### config.mk
export PLATFORM = sky130hd
export DESIGN_NAME = pc16_callstack
export DESIGN_NICKNAME = d
export VERILOG_FILES = /design/src/rtl/pc16_callstack.sv
export SDC_FILE = /design/constraint.sdc
export NUM_CORES = 1
export LEC_CHECK = 0
export ABC_AREA = 1
export BUFFER_PORTS_ARGS = -buffer_cell sky130_fd_sc_hd__buf_2
export CORE_MARGIN = 4
export CORE_UTILIZATION = 50
export CTS_CLUSTER_DIAMETER = 200
export DETAILED_ROUTE_END_ITERATION = 16
export PLACE_DENSITY = 0.76
export RECOVER_POWER = 50
export SYNTH_ARGS = -nofsm -noshare
export SYNTH_HDL_FRONTEND = slang
export SYNTH_SLANG_ARGS = --single-unit
export TNS_END_PERCENT = 50
### constraint.sdc
create_clock -name clk -period 9.85 [get_ports clk]
set_clock_uncertainty 0.1 [all_clocks]
set_input_delay 0.985 -clock clk [delete_from_list [all_inputs] [get_ports clk]]
set_output_delay 0.985 -clock clk [all_outputs]
set_load 0.01 [all_outputs]
### src/rtl/pc16_callstack.sv
// -----------------------------------------------------------------------------
// pc16_callstack
// Registered program counter with a hardware return-address stack for the
// instruction-fetch path. On each rising edge it executes the highest-priority
// asserted command: ret > call > load > inc > hold.
//
// Ports
//   clk    : rising-edge clock
//   reset  : asynchronous, active-high reset (clears out, depth, err)
//   in     : jump / call target address
//   load   : jump, out <= in
//   inc    : advance, out <= out + 1 (wraps)
//   call   : push out+1 onto the stack, then out <= in
//   ret    : pop the top stack entry into out
//   out    : current program counter (registered)
//   depth  : number of valid stack entries (registered)
//   empty  : depth == 0
//   full   : depth == DEPTH
//   err    : sticky overflow / underflow flag, cleared only by reset
// -----------------------------------------------------------------------------
module pc16_callstack #(
    parameter int WIDTH = 16,
    parameter int DEPTH = 8,
    localparam int CW = $clog2(DEPTH + 1)
) (
    input  logic             clk,
    input  logic             reset,
    input  logic [WIDTH-1:0] in,
    input  logic             load,
    input  logic             inc,
    input  logic             call,
    input  logic             ret,
    output logic [WIDTH-1:0] out,
    output logic [CW-1:0]    depth,
    output logic             empty,
    output logic             full,
    output logic             err
);

    localparam int AW = (DEPTH > 1) ? $clog2(DEPTH) : 1;
    localparam logic [WIDTH-1:0] ADDR_ZERO = {WIDTH{1'b0}};
    localparam logic [WIDTH-1:0] ADDR_ONE  = WIDTH'(1);
    localparam logic [CW-1:0]    CNT_ZERO  = CW'(0);
    localparam logic [CW-1:0]    CNT_ONE   = CW'(1);
    localparam logic [CW-1:0]    CNT_FULL  = CW'(DEPTH);

    // Return-address storage; deliberately not reset, entries above depth
    // are never observed.
    logic [WIDTH-1:0] stack_r [DEPTH];

    logic [WIDTH-1:0] out_r;
    logic [CW-1:0]    depth_r;
    logic             err_r;
    logic             empty_r;
    logic             full_r;

    logic [WIDTH-1:0] out_s;
    logic [CW-1:0]    depth_s;
    logic             err_s;
    logic             push_s;
    logic [WIDTH-1:0] ret_addr_s;
    logic [CW-1:0]    top_cnt_s;
    logic [AW-1:0]    top_idx_s;
    logic [AW-1:0]    push_idx_s;

    // Next-state decode: prioritised command selection and stack addressing.
    always_comb begin
        out_s      = out_r;
        depth_s    = depth_r;
        err_s      = err_r;
        push_s     = 1'b0;
        ret_addr_s = out_r + ADDR_ONE;      // carry out is discarded
        top_cnt_s  = depth_r - CNT_ONE;
        // When depth is zero the top index aliases a valid slot, but the read
        // is only used when depth is non-zero.
        top_idx_s  = top_cnt_s[AW-1:0];
        push_idx_s = depth_r[AW-1:0];

        if (ret) begin
            if (depth_r != CNT_ZERO) begin
                out_s   = stack_r[top_idx_s];
                depth_s = top_cnt_s;
            end else begin
                err_s   = 1'b1;             // underflow: nothing else changes
            end
        end else if (call) begin
            if (depth_r != CNT_FULL) begin
                push_s  = 1'b1;
                out_s   = in;
                depth_s = depth_r + CNT_ONE;
            end else begin
                err_s   = 1'b1;             // overflow: the whole call is rejected
            end
        end else if (load) begin
            out_s = in;
        end else if (inc) begin
            out_s = out_r + ADDR_ONE;
        end else begin
            out_s = out_r;
        end
    end

    // Stack write port; gated by reset so edges during reset have no effect.
    always_ff @(posedge clk) begin
        if (!reset && push_s) begin
            stack_r[push_idx_s] <= ret_addr_s;
        end
    end

    // Architectural state; empty/full are registered decodes of the next depth
    // so they stay aligned with depth.
    always_ff @(posedge clk or posedge reset) begin
        if (reset) begin
            out_r   <= ADDR_ZERO;
            depth_r <= CNT_ZERO;
            err_r   <= 1'b0;
            empty_r <= 1'b1;
            full_r  <= 1'b0;
        end else begin
            out_r   <= out_s;
            depth_r <= depth_s;
            err_r   <= err_s;
            empty_r <= (depth_s == CNT_ZERO);
            full_r  <= (depth_s == CNT_FULL);
        end
    end

    assign out   = out_r;
    assign depth = depth_r;
    assign empty = empty_r;
    assign full  = full_r;
    assign err   = err_r;

endmodule

; Word level (Yosys, flattened, before mapping)
; Memory sizes are Yosys's and may differ from the RTL's.
; Cells that the tools add are included.
[word_totals]
n_memories = 1
mem_bits_rw = 128
reg_bits = 23
word_cells = 42
inputBits = 22
output_inout_bits = 23
[classes]
addsub = 3
n_eq_ne = 6
reduce_logical = 8
n_mux = 19
[mem_list]
columns = name, words, width, rd, rd_clocked_by_memory_dff, write_ports, line_no
row1 = stack_r, 8, 16, 1, 0, 1, 49  ; logic [WIDTH-1:0] stack_r [DEPTH];
[op_table]
columns = op, count
row1 = $mux W16, 6
row2 = $add A16 B1 Y16 const B, 1
row3 = $mux W4, 4
row4 = $mux W1, 9
row5 = $reduce_bool A4 Y1, 2
row6 = $reduce_and A3 Y1, 2
row7 = $add A4 B1 Y4 const B, 1
row8 = $eq A4 B4 Y1 const B, 1
row9 = $logic_not A4 Y1, 1
row10 = $ne A2 B2 Y1 const B, 2
row11 = $ne A4 B4 Y1 const B, 1
row12 = $sub A4 B1 Y4 const B, 1
row13 = $ne A3 B1 Y1 const B, 1
row14 = $ne A2 B1 Y1 const B, 1
row15 = $reduce_bool A2 Y1, 1
row16 = $logic_and A1 B1 Y1, 1
row17 = $logic_not A1 Y1, 1

; Longest topological paths before layout
; Gate-level depths: netlist of the first run.
[depth]
ltp_word = 7
depth_mapped = 14
ltp_nobuf = 10

; Worst setup path before layout of the first run
; No wires, ideal clock.
[synth_path]
kind = flip-flop to flip-flop
startpoint = reg depth_r[0] (netlist: depth[0])
endpoint = mem stack_r[1][0] (enable)
synth_period_minus_slack_ns = 3.228
n_path_buf = 3
path_stages_with_launch = 11
t_arrival_ns = 2.719
path_slack_ns = 6.622
cell_sequence = dfrtp_1 inv_2 buf_6 buf_4 ha_1 buf_6 nand3_1 nand3_1 nor2_1 nand2_1 nor3_1
[synth_via]
elab_chain_len = 7
[synth_rtl]
columns = element, line_no
row1 = from (decl), 52  ; logic [CW-1:0] depth_r;
row2 = from (signal assigned), 121  ; depth_r <= depth_s;
row3 = $ne A4 B4 Y1, 87  ; if (depth_r != CNT_FULL) begin
row4 = $mux W1, 87
row5 = $mux W1, 86  ; end else if (call) begin
row6 = $mux W1, 79  ; if (ret) begin
row7 = $logic_and A1 B1 Y1, 105  ; if (!reset && push_s) begin
row8 = $mux W1, 105
row9 = $mux W1 (implied by the code), 106  ; stack_r[push_idx_s] <= ret_addr_s;
row10 = to (decl), 49
; Parallel ways exist; a longest one is shown, timed or not.

; Worst setup path in the final report of the first run
[layout_path]
startpoint = reg depth_r[0] (netlist: depth[0])
endpoint = mem stack_r[7][13] (enable)
; The elaborated chain is that of the path after synthesis.

==> results.yml, run 1 <==
status:
  status: "complete, no violations"
clock_network:
  cts_hold_buf: 0
  clk_path_buf_depth: 2
  clock_sinks: 151
  cts_max_level: 4
  root_buffer: "clkbuf_16"
  post_cts_buffers: 0
  cts_tree: "built"
  clk_pin_slew_ns: 0.06
  clk_latency_ns: 0.43
  cts_made_buffers: 17
  ctsResizeCount: 0
die:
  dieArea_um2: 15900
  die-height_um: 126
  coreArea_um2: 13500
  num_rows: 42
  pin_count: 45
  die_w_um: 126
  start_util: 0.519
place:
  dpl.cell_count: 878
  gp_congestion: 0.874
  portBuffers: 44
  dp_hpwl_um: 10900
setup_path:
  worstPathRequired_ns: 9.78
  critPathCaptureType: "register"
  cp_max_fo: 69
  crit_arrival_ns: 4.27
  cp-start-kind: "register"
  critPathKind: "register to register"
  rrSetupSlack_ns: 5.51
power_and_ir_drop:
  power_density_nw_per_um2: 346
  irDropWorstVdd_uv: 233
  p_leak_uw: 0.00303
sta:
  relSlewSlack: 0.144
  hold_viol: 0
  setup_viol: 0
  drv_slew: 0
  fmax_mhz: 230
  fin_crit_sh: 0.441
  tns_ns: 0
  period_minus_slack_ns: 4.34
  worstMarginPinSlew_ns: 1.28
  rsz0062_at_grt: "no"
grt:
  antenna_found_initial: 0
  grt_first_pass_wirelength_um: 28300
  grtUsageTotal: 0.230
  grt_pass1_vias: 5185
  grt_start_max_net_pins: 70
  gr-total-overflow: 0
yosys:
  ys_seq_area_frac: 0.633
  syn_area_um2: 6980
  synth_seq_cells: 151
  synthCells: 684
  synth.net_count: 710
  yosys_warnings: 0
  yosys.cell_types.count: 38
  syn_area_per_cell_um2: 10.2
final_layout:
  fin_nets: 748
  areaGrowthSynthToFinish_pct: 12.5
  drive_gt1_frac: 0.121
  final_cells: 910
  utilization: 0.584
  antenna_cells: 0
job:
  maxCapViolations: 0
route:
  wirelength_um: 17700
  vias: 5298
  wire_per_inst_um: 19.5
  drt_iter0_markers: 624
  routed_via_density: 5.82
  drc: 0
  ant_nets: 0
  dr.pass1.iters: 5
worst_hold_path:
  worst_hold_path_type: "register to register"
worst paths after layout:
check	cells after the start	endpoint	start
max	8	stack_r[7][13]$_DFFE_PP_	depth[0]$_DFF_PP0_
min	2	err$_DFFE_PP0P_	err$_DFFE_PP0P_
max reg2reg	8	stack_r[7][13]$_DFFE_PP_	depth[0]$_DFF_PP0_
min reg2reg	2	err$_DFFE_PP0P_	err$_DFFE_PP0P_
max in group asynchronous	2	depth[0]$_DFF_PP0_	reset
min in group asynchronous	2	out[15]$_DFFE_PP0P_	reset
synth_stat cells:
cell,number,share of area
o21a_1,2,0.0021
a21oi_2,1,0.0013
nand4_1,5,0.0045
inv_6,1,0.0013
o211ai_1,20,0.021
o21ai_2,1,0.0013
clkinv_1,1,0.00054
nand4_2,1,0.0018
xnor2_1,3,0.0038
buf_6,9,0.015
nand2_2,2,0.0018
nand2_1,125,0.067
or2_1,2,0.0018
and3_1,1,0.00090
inv_2,4,0.0021
nor2_4,1,0.0016
edfxtp_1,128,0.55
o21ai_1,30,0.021
dfstp_2,1,0.0038
buf_4,4,0.0043
nand3b_1,1,0.0011
nor2_2,4,0.0036
xnor2_4,1,0.0039
xor2_4,1,0.0039
dfrtp_1,22,0.079
nand3_1,49,0.035
nor2_1,149,0.080
xor2_1,4,0.0050
clkbuf_1,3,0.0016
nand3_2,2,0.0029
o21ai_0,42,0.030
nor3_1,2,0.0014
a21boi_1,2,0.0021
a21oi_1,6,0.0043
buf_2,17,0.012
ha_1,4,0.0072
nand2_4,1,0.0016
inv_1,32,0.017
final cells by class:
class                   instances  area [µm²]
clock buffers                  18         429
repair buffers                 52         273
multi-input cells             462        2190
fillers                      1114        5590
flip-flops and latches        151        4420
clock inverters                13         180
inverters                      38         148
well taps                     176         220
power by group:
part / switching, µW / total (µW) / internal [µW]
sequential: 87.0 / 955 / 868
combinational: 774 / 1090 / 314
clock: 252 / 673 / 421
critical path, stage by stage, from the launching register on:
cell and delay (ns):
dfrtp_2 0.33, buf_4 0.56, inv_2 0.65, ha_1 0.63, nand3_1 0.17, nand3_1 0.15, nor2_1 0.16, nand2_1 0.14
nor2_1 1.01
layer usage:
metal,GRT usage,share of wire
met3,0.0394,0.094
met1,0.318,0.40
met5,0,0
met4,0.0946,0.034
met2,0.365,0.47
per-stage QoR:
stage	total power [µW]	worst slack [ns]	hold slack, ns	cell area (µm²)
2_1_floorplan	1740	6.62	0.400	6980
3_3_place_gp	1990	5.68	0.343	7260
3_5_place_dp	2030	5.53	0.372	7260
4_1_cts	2710	5.47	0.389	7870
5_1_grt	2880	5.20	0.447	7860
6_report	2720	5.51	0.385	7860
flip-flops by register name (all words and copies together), names as in the netlist:
name	cells
empty	1
full	1
err	1
depth	4
stack_r	128
out	16
kinds of logic (layout without fill, tap and decap cells):
group	count (synthesis)	count (layout)	share of synthesized area
and+or+nand+nor	345	345	0.205
DFF	151	151	0.633
AOI/OAI and AO/OA	104	104	0.0842
buffers and inverters	71	121	0.0537
xor gates and xnor gates	9	9	0.0167
adders and majority gates	4	4	0.00717
cells in the final DEF (no fill, tap or decap), drive strengths merged, types with 6 or more instances in the layout:
master / count
a21oi: 7
buf: 40
clkbuf: 30
clkinv: 8
dfrtp: 22
edfxtp: 128
inv: 38
nand2: 128
nand3: 51
nand4: 6
nor2: 154
o211ai: 20
o21ai: 73
No activity file was read; power rests on OpenSTA's default activity.
==> run 2: changes to the inputs <==
Clock period 9.85 ns to 4.53 ns, I/O delays scaled along.
==> run 2 against run 1 <==
Hold slack got worse by 0.16 ns. Register-to-register slack got worse by 4.3 ns. Core utilization is 0.056 points lower. Largest cell class unchanged. Highest routed layer unchanged.
==> results.yml, run 2 (synthesized netlist as in run 1, its figures left out) <==
clock_network:
  cts_made_buffers: 17
  clk_path_buf_depth: 2
  clk_latency_ns: 0.42
  cts_tree: "built"
  cts_hold_buf: 0
  ctsResizeCount: 0
  cts_max_level: 4
  root_buffer: "clkbuf_16"
  post_cts_buffers: 0
  clk_pin_slew_ns: 0.06
  clock_sinks: 151
die:
  num_rows: 42
  die_w_um: 126
  dieArea_um2: 15900
  coreArea_um2: 13500
  start_util: 0.519
  pin_count: 45
  die-height_um: 126
setup_path:
  critPathKind: "register to register"
  cp-start-kind: "register"
  crit_arrival_ns: 3.50
  worstPathRequired_ns: 4.73
  critPathCaptureType: "register"
  cp_max_fo: 68
grt:
  busiest_layer: "met2"
  gr-total-overflow: 0
  grt_first_pass_wirelength_um: 27600
  grt_start_max_net_pins: 69
  grt_pass1_vias: 5238
  grtUsageTotal: 0.224
  antenna_found_initial: 0
  met3_usage: 0.0466
  globalRouteMet1Util: 0.300
  grtUsageMet2: 0.368
sta:
  relSlewSlack: 0.0396
  period_minus_slack_ns: 3.30
  fmax_mhz: 303
  hold-worst-slack_ns: 0.222
  worstMarginPinSlew_ns: 1.44
  hold_viol: 0
  setup_viol: 0
  rsz0062_at_grt: "no"
  drv_slew: 0
  fin_crit_sh: 0.728
  tns_ns: 0
route:
  routed_via_density: 5.69
  wire_per_inst_um: 18.8
  ant_nets: 0
  drt_iter0_markers: 489
  drc: 0
  wirelength_um: 17200
  dr.pass1.iters: 5
  vias: 5217
worst_hold_path:
  worst_hold_path_type: "input port to async pin"
power_and_ir_drop:
  seqPwrFrac: 0.361
  irDropWorstVdd_uv: 905
  pwr-share-comb: 0.397
  internal_power_uw: 3420
  netSwitchingPower_uw: 2340
  power_density_nw_per_um2: 734
  p_sw_frac: 0.406
  clockPowerShare: 0.242
  p_leak_uw: 0.00301
final_layout:
  fin_nets: 754
  antenna_cells: 0
  drive_gt1_frac: 0.111
  final_cell_mix: "nor2_1, edfxtp_1, nand2_1"
  largest_register: "stack_r"
  areaGrowthSynthToFinish_pct: 12.4
  final_common_cell: "nor2_1"
  largest_register_ffs: 128
place:
  portBuffers: 44
  dp_hpwl_um: 10600
  gp_congestion: 0.946
job:
  maxCapViolations: 0
status:
  status: "complete, no violations"
-- run 2: layer usage --
layer  vias to the layer above  part of all wire
met3                        41             0.084
met2                       286              0.49
li1                       2409                 -
met1                      2481              0.40
met4                         0             0.025
met5                         -                 0
-- run 2: final timing paths --
check / from / to / slack, ns / depth (start not counted)
min in group clk: in[15] / out[15]$_DFFE_PP0P_ / 0.34 / 5
hold / removal: reset / depth[2]$_DFF_PP0_ / 0.22 / 2
setup reg to reg: depth[0]$_DFF_PP0_ / out[14]$_DFFE_PP0P_ / 1.23 / 11
max in group asynchronous: reset / depth[0]$_DFF_PP0_ / 3.41 / 2
setup / recovery: depth[0]$_DFF_PP0_ / out[14]$_DFFE_PP0P_ / 1.23 / 11
hold reg to reg: err$_DFFE_PP0P_ / err$_DFFE_PP0P_ / 0.37 / 2
-- run 2: cell type report --
type                       count  area, µm²
clock buffer                  19        433
tap                          176        220
sequential                   151       4420
multi-input combinational    462       2180
timing repair buffer          58        294
fill                        1145       5600
clock inverter                13        155
inverter                      38        148
-- run 2: power by group through the flow --
| stage | clock network (µW) | registers (µW) | logic [µW] |
|---|---|---|---|
| 4_1_cts | 1410 | 2070 | 2320 |
| 5_1_grt | 1470 | 2090 | 2560 |
| 3_5_place_dp | 0 | 2100 | 2290 |
| 6_report | 1400 | 2080 | 2290 |
| 2_1_floorplan | 0 | 2070 | 1720 |
| 3_3_place_gp | 0 | 2090 | 2220 |
-- run 2: critical path, stage by stage, from the launching register on --
cell and delay [ns]:
dfrtp_2 0.41, inv_2 0.06, clkbuf_2 1.02, ha_1 0.33
buf_4 0.48, nor2_1 0.10, o21ai_0 0.17, o211ai_1 0.17
nand3_1 0.13, nand2_1 0.07, nand2_1 0.06, nand2_1 0.06
-- run 2: stage by stage --
stage	cell area, µm²	setup WS, ns	utilization	total power (µW)	instances
finish	7850	1.23	0.584	5760	917
global route	7850	0.971	0.584	6130	917
CTS	7900	1.58	0.587	5800	917
detailed placement	7310	1.61	0.544	4380	885
floorplan	6980	1.30	-	3790	684
global placement	7310	1.75	0.544	4310	885
